### src/rtl/jtag_pkg.sv
// rtl/jtag_pkg.sv - shared FSM encoding, TRST period count and HALF helper for the JTAG shifter
package jtag_pkg;

  typedef enum logic [1:0] {
    ST_IDLE = 2'd0,
    ST_TCKL = 2'd1,
    ST_TCKH = 2'd2,
    ST_TRST = 2'd3
  } jtag_state_e;

  localparam int unsigned TRST_PERIODS = 5;

  function automatic int unsigned half_cycles(input int unsigned ratio);
    return ratio / 2;
  endfunction

endpackage

### src/rtl/jtag_tck_gen.sv
// rtl/jtag_tck_gen.sv - half-TCK-period counter; strobes phase_end on the last CLK of each phase
module jtag_tck_gen #(
  parameter int unsigned C_HALF = 4
) (
  input  logic clk,
  input  logic resetn,
  input  logic run,
  output logic phase_end
);

  localparam int unsigned CNT_W = (C_HALF > 1) ? $clog2(C_HALF) : 1;
  localparam logic [CNT_W-1:0] LAST = CNT_W'(C_HALF - 1);

  logic [CNT_W-1:0] cnt_q, cnt_d;

  always_comb begin
    phase_end = run && (cnt_q == LAST);
    cnt_d     = cnt_q + 1'b1;
    if (!run || phase_end) cnt_d = '0;
  end

  always_ff @(posedge clk) begin
    if (!resetn) cnt_q <= '0;
    else         cnt_q <= cnt_d;
  end

endmodule

### src/rtl/jtag_shifter.sv
// rtl/jtag_shifter.sv - JTAG vector shifter: LSB-first TMS/TDI scan with TDO capture
// Optional TRST sequencer enabled by defining JTAG_SHIFTER_TRST_EN.
module jtag_shifter
  import jtag_pkg::*;
#(
  parameter int C_VEC_WIDTH       = 32,
  parameter int C_TCK_CLOCK_RATIO = 8,
  parameter int C_LEN_WIDTH       = 7
) (
  input  logic                   CLK,
  input  logic                   RESETN,
  input  logic                   START,
  input  logic                   ABORT,
  input  logic [C_LEN_WIDTH-1:0] LENGTH,
  input  logic [C_VEC_WIDTH-1:0] TMS_VECTOR,
  input  logic [C_VEC_WIDTH-1:0] TDI_VECTOR,
  output logic [C_VEC_WIDTH-1:0] TDO_VECTOR,
  output logic                   BUSY,
  output logic                   DONE,
`ifdef JTAG_SHIFTER_TRST_EN
  input  logic                   TRST_REQ,
  output logic                   TRSTN,
`endif
  output logic                   TCK,
  output logic                   TMS,
  output logic                   TDI,
  input  logic                   TDO
);

  localparam int unsigned HALF = half_cycles(C_TCK_CLOCK_RATIO);
  localparam logic [C_LEN_WIDTH-1:0] MAX_LEN = C_LEN_WIDTH'(C_VEC_WIDTH);

  jtag_state_e            state_q, state_d;
  logic [C_VEC_WIDTH-1:0] tms_sr_q, tms_sr_d, tdi_sr_q, tdi_sr_d, tdo_vec_q, tdo_vec_d;
  logic [C_LEN_WIDTH-1:0] len_q, len_d, bit_cnt_q, bit_cnt_d, len_clamped;
  logic                   tms_q, tms_d, tdi_q, tdi_d, done_q, done_d;
  logic                   phase_end;
`ifdef JTAG_SHIFTER_TRST_EN
  localparam logic [3:0] TRST_LAST = 4'(2 * TRST_PERIODS - 1);
  logic [3:0] trst_ph_q, trst_ph_d;
`endif

  jtag_tck_gen #(.C_HALF(HALF)) u_tck_gen (
    .clk       (CLK),
    .resetn    (RESETN),
    .run       (state_q != ST_IDLE),
    .phase_end (phase_end)
  );

  assign len_clamped = (LENGTH > MAX_LEN) ? MAX_LEN : LENGTH;

  always_comb begin
    state_d   = state_q;
    tms_sr_d  = tms_sr_q;
    tdi_sr_d  = tdi_sr_q;
    tdo_vec_d = tdo_vec_q;
    len_d     = len_q;
    bit_cnt_d = bit_cnt_q;
    tms_d     = tms_q;
    tdi_d     = tdi_q;
    done_d    = 1'b0;
`ifdef JTAG_SHIFTER_TRST_EN
    trst_ph_d = trst_ph_q;
`endif
    case (state_q)
      ST_IDLE: begin
        if (START) begin
          if (len_clamped == '0) begin
            done_d = 1'b1;
          end else begin
            state_d   = ST_TCKL;
            len_d     = len_clamped;
            bit_cnt_d = '0;
            tdo_vec_d = '0;
            tms_d     = TMS_VECTOR[0];
            tdi_d     = TDI_VECTOR[0];
            tms_sr_d  = TMS_VECTOR >> 1;
            tdi_sr_d  = TDI_VECTOR >> 1;
          end
        end
`ifdef JTAG_SHIFTER_TRST_EN
        else if (TRST_REQ) begin
          state_d   = ST_TRST;
          trst_ph_d = '0;
        end
`endif
      end
      ST_TCKL: begin
        // TDO is captured on the same CLK edge that raises TCK
        if (phase_end) begin
          state_d   = ST_TCKH;
          tdo_vec_d = tdo_vec_q | ({{(C_VEC_WIDTH-1){1'b0}}, TDO} << bit_cnt_q);
        end
      end
      ST_TCKH: begin
        if (phase_end) begin
          if ((bit_cnt_q + 1'b1) < len_q) begin
            state_d   = ST_TCKL;
            bit_cnt_d = bit_cnt_q + 1'b1;
            tms_d     = tms_sr_q[0];
            tdi_d     = tdi_sr_q[0];
            tms_sr_d  = tms_sr_q >> 1;
            tdi_sr_d  = tdi_sr_q >> 1;
          end else begin
            state_d = ST_IDLE;
            done_d  = 1'b1;
            tms_d   = 1'b0;
            tdi_d   = 1'b0;
          end
        end
      end
`ifdef JTAG_SHIFTER_TRST_EN
      ST_TRST: begin
        if (phase_end) begin
          if (trst_ph_q == TRST_LAST) begin
            state_d = ST_IDLE;
            done_d  = 1'b1;
          end else begin
            trst_ph_d = trst_ph_q + 1'b1;
          end
        end
      end
`endif
      default: state_d = ST_IDLE;
    endcase
    // abort wins over a completion landing in the same cycle
    if (ABORT && (state_q != ST_IDLE)) begin
      state_d = ST_IDLE;
      tms_d   = 1'b0;
      tdi_d   = 1'b0;
      done_d  = 1'b0;
    end
  end

  always_ff @(posedge CLK) begin
    if (!RESETN) begin
      state_q   <= ST_IDLE;
      tms_sr_q  <= '0;
      tdi_sr_q  <= '0;
      tdo_vec_q <= '0;
      len_q     <= '0;
      bit_cnt_q <= '0;
      tms_q     <= 1'b0;
      tdi_q     <= 1'b0;
      done_q    <= 1'b0;
`ifdef JTAG_SHIFTER_TRST_EN
      trst_ph_q <= '0;
`endif
    end else begin
      state_q   <= state_d;
      tms_sr_q  <= tms_sr_d;
      tdi_sr_q  <= tdi_sr_d;
      tdo_vec_q <= tdo_vec_d;
      len_q     <= len_d;
      bit_cnt_q <= bit_cnt_d;
      tms_q     <= tms_d;
      tdi_q     <= tdi_d;
      done_q    <= done_d;
`ifdef JTAG_SHIFTER_TRST_EN
      trst_ph_q <= trst_ph_d;
`endif
    end
  end

  assign TDO_VECTOR = tdo_vec_q;
  assign BUSY       = (state_q != ST_IDLE);
  assign DONE       = done_q;
  assign TDI        = tdi_q;
`ifdef JTAG_SHIFTER_TRST_EN
  assign TCK   = (state_q == ST_TCKH) || ((state_q == ST_TRST) && trst_ph_q[0]);
  assign TMS   = tms_q || (state_q == ST_TRST);
  assign TRSTN = !((state_q == ST_TRST) && RESETN);
`else
  assign TCK   = (state_q == ST_TCKH);
  assign TMS   = tms_q;
`endif

endmodule

### config.mk
export PLATFORM = sky130hd
export DESIGN_NAME = jtag_shifter
export DESIGN_NICKNAME = d
export VERILOG_FILES = /design/src/rtl/jtag_pkg.sv /design/src/rtl/jtag_tck_gen.sv /design/src/rtl/jtag_shifter.sv
export SDC_FILE = /design/constraint.sdc
export NUM_CORES = 1
export LEC_CHECK = 0
export BUFFER_PORTS_ARGS = -buffer_cell sky130_fd_sc_hd__buf_2
export CAP_MARGIN = 40
export CORE_MARGIN = 5
export CORE_UTILIZATION = 50
export DETAILED_ROUTE_END_ITERATION = 8
export PLACE_DENSITY = 0.75
export SYNTH_ARGS = -nofsm -noshare
export SYNTH_HDL_FRONTEND = slang
export SYNTH_SLANG_ARGS = --single-unit
### constraint.sdc
create_clock -name CLK -period 4.1 [get_ports CLK]
set_clock_uncertainty 0.05 [all_clocks]
set_input_delay 0.41 -clock CLK [delete_from_list [all_inputs] [get_ports CLK]]
set_output_delay 0.41 -clock CLK [all_outputs]
set_load 0.03 [all_outputs]
; After elaboration in Yosys (flattened, before gate mapping)
; Cells that the tools add are included.
[classes]
addsub = 2
n_lt_le_gt_ge = 2
eq_ne = 8
n_shift = 1
n_mux = 41
bitwise_logic = 3
reduce_logical = 16
[op_table]
columns = op, count
row1 = $mux W32, 11
row2 = $pmux W32 S2, 3
row3 = $mux W7, 5
row4 = $or A32 B32 Y32, 1
row5 = $shl A1 B7 Y32, 1
row6 = $pmux W7 S2, 1
row7 = $mux W1, 13
row8 = $reduce_and A4 Y1, 3
row9 = $mux W2, 4
row10 = $add A7 B1 Y7 const B, 1
row11 = $gt A7 B6 Y1 const B, 1
row12 = $logic_not A7 Y1, 1
row13 = $lt A7 B7 Y1, 1
row14 = $ne A2 B2 Y1 const B, 3
row15 = $pmux W1 S2, 3
row16 = $pmux W2 S3, 1
row17 = $reduce_bool A2 Y1, 3
row18 = $reduce_and A5 Y1, 1
row19 = $eq A2 B2 Y1 const B, 2
row20 = $ne A2 B1 Y1 const B, 2
row21 = $reduce_or A2 Y1, 2
row22 = $reduce_and A3 Y1, 1
row23 = $add A2 B1 Y2 const B, 1
row24 = $eq A2 B1 Y1 const B, 1
row25 = 5 further kinds, 7
[totals]
ff_bits = 117
inputBits = 76
out_inout_bits = 37
elab_cells = 83

; Logic depth before layout (Yosys ltp)
[depth]
word_depth = 6
mapped_depth = 12
depth_no_buf = 10

; Hierarchy
; Synthesis repeated with hierarchy kept, for this count alone.
[hier_totals]
cells_unflattened = 625
area_unflattened_um2 = 5343.9
[by_module_without_submodules]
columns = module, n_inst, cells_per_inst, area_each_um2, seq_area_each_um2
row1 = jtag_shifter, 1, 619, 5260.0, 2262.2
row2 = jtag_tck_gen, 1, 6, 83.8, 40.0

; Worst setup path after synthesis
; No wires, ideal clock.
[synth_timing]
path_type = register to register
start = register bit_cnt_q[2]
end = register tdi_sr_q[25]
setup_time_ns = 0.116
arrival_ns = 2.837
required_ns = 3.934
setup_slack_ns = 1.097
path_stages_with_launch = 13
n_path_buf = 3
synth_period_minus_slack_ns = 3.003
path_cell_list = dfxtp_1 > clkbuf_1 > nand3_1 > nor2_1 > xor2_1 > ha_1 > and2_0 > a221o_1 > a41oi_1 > buf_2 > buf_1 > o2111ai_1 > o211a_1
[synth_via]
elab_chain_len = 4
[synth_rtl]
columns = item, line_no
row1 = from (decl), jtag_shifter.sv:35  ; logic [C_LEN_WIDTH-1:0] len_q, len_d, bit_cnt_q, bit_cnt_d, len_clamped;
row2 = from (signal assigned), jtag_shifter.sv:155  ; bit_cnt_q <= bit_cnt_d;
row3 = $add A7 B1 Y7, jtag_shifter.sv:97  ; if ((bit_cnt_q + 1'b1) < len_q) begin
row4 = $lt A7 B7 Y1, jtag_shifter.sv:97
row5 = $ne A2 B1 Y1 (no source line), -
row6 = $reduce_and A5 Y1 (no source line), -
row7 = to (signal assigned), jtag_shifter.sv:152  ; tdi_sr_q <= tdi_sr_d;
row8 = to (decl), jtag_shifter.sv:34  ; logic [C_VEC_WIDTH-1:0] tms_sr_q, tms_sr_d, tdi_sr_q, tdi_sr_d, tdo_vec_q, tdo_vec_d;
; No other way between the ends.
; A chain may end at the register's enable or synchronous reset.

; Worst setup path after layout
[layout_timing]
start = register bit_cnt_q[1]
end = register tms_sr_q[16]
[layout_via]
elab_chain_len = 4
[layout_rtl]
columns = item, line_no
row1 = $add A7 B1 Y7, jtag_shifter.sv:97
row2 = $lt A7 B7 Y1, jtag_shifter.sv:97
row3 = $ne A2 B1 Y1 (no source line), -
row4 = $reduce_and A5 Y1 (no source line), -
row5 = to (signal assigned), jtag_shifter.sv:151  ; tms_sr_q <= tms_sr_d;
row6 = to (decl), jtag_shifter.sv:34
; No other way between the ends.

==> metrics.txt <==
area grow syn2layout 21.0%; 1st-pass router iterations 5; Seq/Total Area, Yosys 0.424; Die W 114 µm; Crit-path slowest cell buf_4; r2r startpoint bit_cnt_q[1]; R2R setup slack 0.75 ns; hpwl dp 9010 µm; Synth Area per Inst about 8.5 µm²; DR vias 5124; switching power total 0.831 mW; All-Layer GR Usage 0.216; CTS Hold Bufs 0; WP data arrival 3.70 ns; Starting Density 0.506; area of the multi-input gates roughly 2800 µm²; H-tree depth 4; Startpoint Class flip-flop; number of synthesized flops with an enable pin 0; ANT nets after route 0; #FFs+latches synth 115; clk sinks 115; IO Port Bufs 112; power per cell area around 450 nW/µm²; critical path's top delay family compound AO/OA/AOI/OAI gates; # DRC 0; Top FF cell, synth dfxtp_1; vias in the first global route about 5000; clock power share 0.477; Worst Setup SP bit_cnt_q[1]; number of cell rows 38; CTS buffer count 17; RSZ-0062 raised after global routing false; Cell variety after synth between 50 and 60; Synth area leader dfxtp_1; CTS max path bufs 2; top-area cell type share of the netlist area 0.424; Post-Syn Nets 720; synthesized cell area 5430 µm²; Critical Path RT between 4 and 5 ns; Die Y 114 µm; combinational power share 0.111; DR vias/cell 5.90; Max Cap Viol 0; fraction of registers with async set/reset 0; final WL 14100 µm; Ys Warns 0; worst hold path class in2reg; Ports 113; final period demand of the worst path 3.35 ns; GPL Wtd Cong between 0.8 and 0.9; CTS tree yes; FF+latch area ~2300 µm²; Int Pwr 2.15 mW; final worst-path cycle share 0.816; root buffer cell clkbuf_8; Final Hold Violating Endpoints 0; first-pass GRT wire length 23500 µm; Ant. Diodes 0; Reg2Reg Depth 11; DR iter-0 viols 418; Final setup viols 0; CP peak stage delay ~0.49 ns; Cells after Synth roughly 640; switching share of total power 0.278; Worst path most repeated cell ha_1; CORE AREA about 11000 µm²; Resized Gates After CTS 0; status completed; final worst slack between 0.7 and 0.8 ns; worst-path maximum fanout just under 50; Min Hold Slack 0.120 ns; crit path capture tms_sr_q[16]; CP Depth 11; Die Area 13000 µm²; FMAX approximately 0.3 GHz; CP Class reg2reg; DP Worst Slack 0.856 ns; Hold Path Depth 3; Slew Viols, Final 0; CP endpoint kind flip-flop; Post CTS Setup Buffer Count 0; Leakage Power 3.23 nW; Layout fillers about 960; WP buf/inv 1; layout cells sized above 1 0.227; worst skew pair latency 0.51 ns; Setup TNS 0 ns; slew margin rel. 0.467; nets@finish between 700 and 800; critical-path cell list ha_1 -> nand3_1 -> nor2_1 -> xor2_1 -> ha_1 -> and2_0 -> a221o_1 -> a41oi_4 -> buf_4 -> o2111ai_1 -> o211a_1; most area-consuming cells after synthesis dfxtp_1 42%, o211a_1 11%, nand2_1 11%; Overflow after GRT 0; Overall Power 2.98 mW; RR Endpoint tms_sr_q[16]; worst slew pin tran 0.797 ns; sequential share of power 0.412; clock-pin slew on the worst setup and hold paths 0.06 ns; wire length per cell roughly 16 µm; initial antenna violation count 0; worst vdd rail ir drop 0.262 mV; largest net degree at the start of global routing 76
-- flip-flops by register name, summed over array words and instances (netlist names) --
signal,flops
tdi_sr_q,31
u_tck_gen.cnt_q,2
TDO_VECTOR,32
TMS,1
tms_sr_q,31
TDI,1
state_q,2
len_q,7
bit_cnt_q,7
DONE,1
-- through the flow --
step | std cells | cell area (µm²) | utilization
finish | 868 | 6580 | 0.612
CTS | 868 | 6580 | 0.612
global placement | 835 | 5980 | 0.557
floorplan | 636 | 5430 | -
detailed placement | 836 | 6000 | 0.559
global route | 868 | 6580 | 0.612
-- layer usage --
layer | up-vias | routed length [µm] | global-route usage
li1 | 2497 | - | -
met1 | 2416 | 6080 | 0.277
met2 | 185 | 6690 | 0.352
met3 | 26 | 1030 | 0.0587
met4 | 0 | 274 | 0.0768
met5 | - | 0 | 0
-- cells in the final DEF, fill, tap and decap left out, types with 3 or more instances in the layout --
cell type,Yosys,routed
and3_1,4,4
inv_8,0,4
a31oi_1,18,18
dfxtp_1,115,115
a21oi_1,9,9
mux2i_1,4,4
ha_1,8,8
clkinvlp_4,0,3
and2_1,3,3
clkbuf_16,0,16
buf_4,0,7
xor2_1,3,3
inv_1,10,10
o21ai_0,19,19
nand2_1,162,162
inv_6,0,7
nor3b_1,4,4
nand3_1,20,20
nor2_1,31,31
o2111ai_1,62,62
buf_2,11,112
o211a_1,61,61
nor3_1,3,3
-- cell usage after synthesis (2+ instances only) --
| cell type | instances |
|---|---|
| nor2b_1 | 2 |
| buf_6 | 6 |
| o211a_1 | 61 |
| nand3_1 | 20 |
| buf_1 | 3 |
| xor2_1 | 3 |
| and2_0 | 2 |
| inv_1 | 10 |
| nand2_1 | 162 |
| a21oi_1 | 9 |
| a311oi_1 | 2 |
| a31oi_1 | 18 |
| xnor2_1 | 2 |
| clkbuf_1 | 41 |
| buf_2 | 11 |
| or3_1 | 2 |
| nor3_1 | 3 |
| dfxtp_1 | 115 |
| a21o_1 | 2 |
| and2_1 | 3 |
| ha_1 | 8 |
| nor3b_1 | 4 |
| o2111ai_1 | 62 |
| a211oi_1 | 2 |
| nor2_1 | 31 |
| nand2b_1 | 2 |
| o21ai_0 | 19 |
| mux2i_1 | 4 |
| and3_1 | 4 |
-- worst register-to-register path, stage by stage (launching register included) --
cell and delay (ns):
dfxtp_1 0.45, ha_1 0.29, nand3_1 0.10, nor2_1 0.13
xor2_1 0.20, ha_1 0.27, and2_0 0.24, a221o_1 0.38
a41oi_4 0.20, buf_4 0.49, o2111ai_1 0.23, o211a_1 0.20
-- worst min path at each step --
stage | start | endpoint | slack [ns]
floorplan | u_tck_gen.cnt_q[0] | u_tck_gen.cnt_q[0] | 0.36
global placement | u_tck_gen.cnt_q[0] | u_tck_gen.cnt_q[0] | 0.37
detailed placement | u_tck_gen.cnt_q[0] | u_tck_gen.cnt_q[0] | 0.38
CTS | LENGTH[3] | len_q[3] | 0.11
global route | LENGTH[4] | len_q[4] | 0.12
finish | LENGTH[3] | len_q[3] | 0.12
-- power groups by stage --
stage,combinational [mW],clock (mW),sequential (mW)
after floorplan,0.237,0,1.25
after global placement,0.320,0,1.25
after global routing,0.366,1.50,1.24
final,0.332,1.42,1.23
after detailed placement,0.328,0,1.25
after CTS,0.331,1.44,1.23
-- kinds of logic after synthesis --
| family | share of synthesized area |
|---|---|
| DFF | 0.424 |
| and+or+nand+nor | 0.193 |
| muxes | 0.00737 |
| buffers and inverters | 0.0613 |
| adders and majority gates | 0.0184 |
| AOI/OAI and AO/OA | 0.288 |
| xor gates and xnor gates | 0.00806 |
-- area by class of cell --
type / instances / area share
Clock inverter: 15 / 0.0242
Multi-Input combinational cell: 448 / 0.430
Sequential cell: 115 / 0.350
Tap cell: 140 / 0.0266
Timing Repair Buffer: 121 / 0.0993
Clock buffer: 17 / 0.0630
Inverter: 12 / 0.00685
No activity file was read; power rests on OpenSTA's default activity.
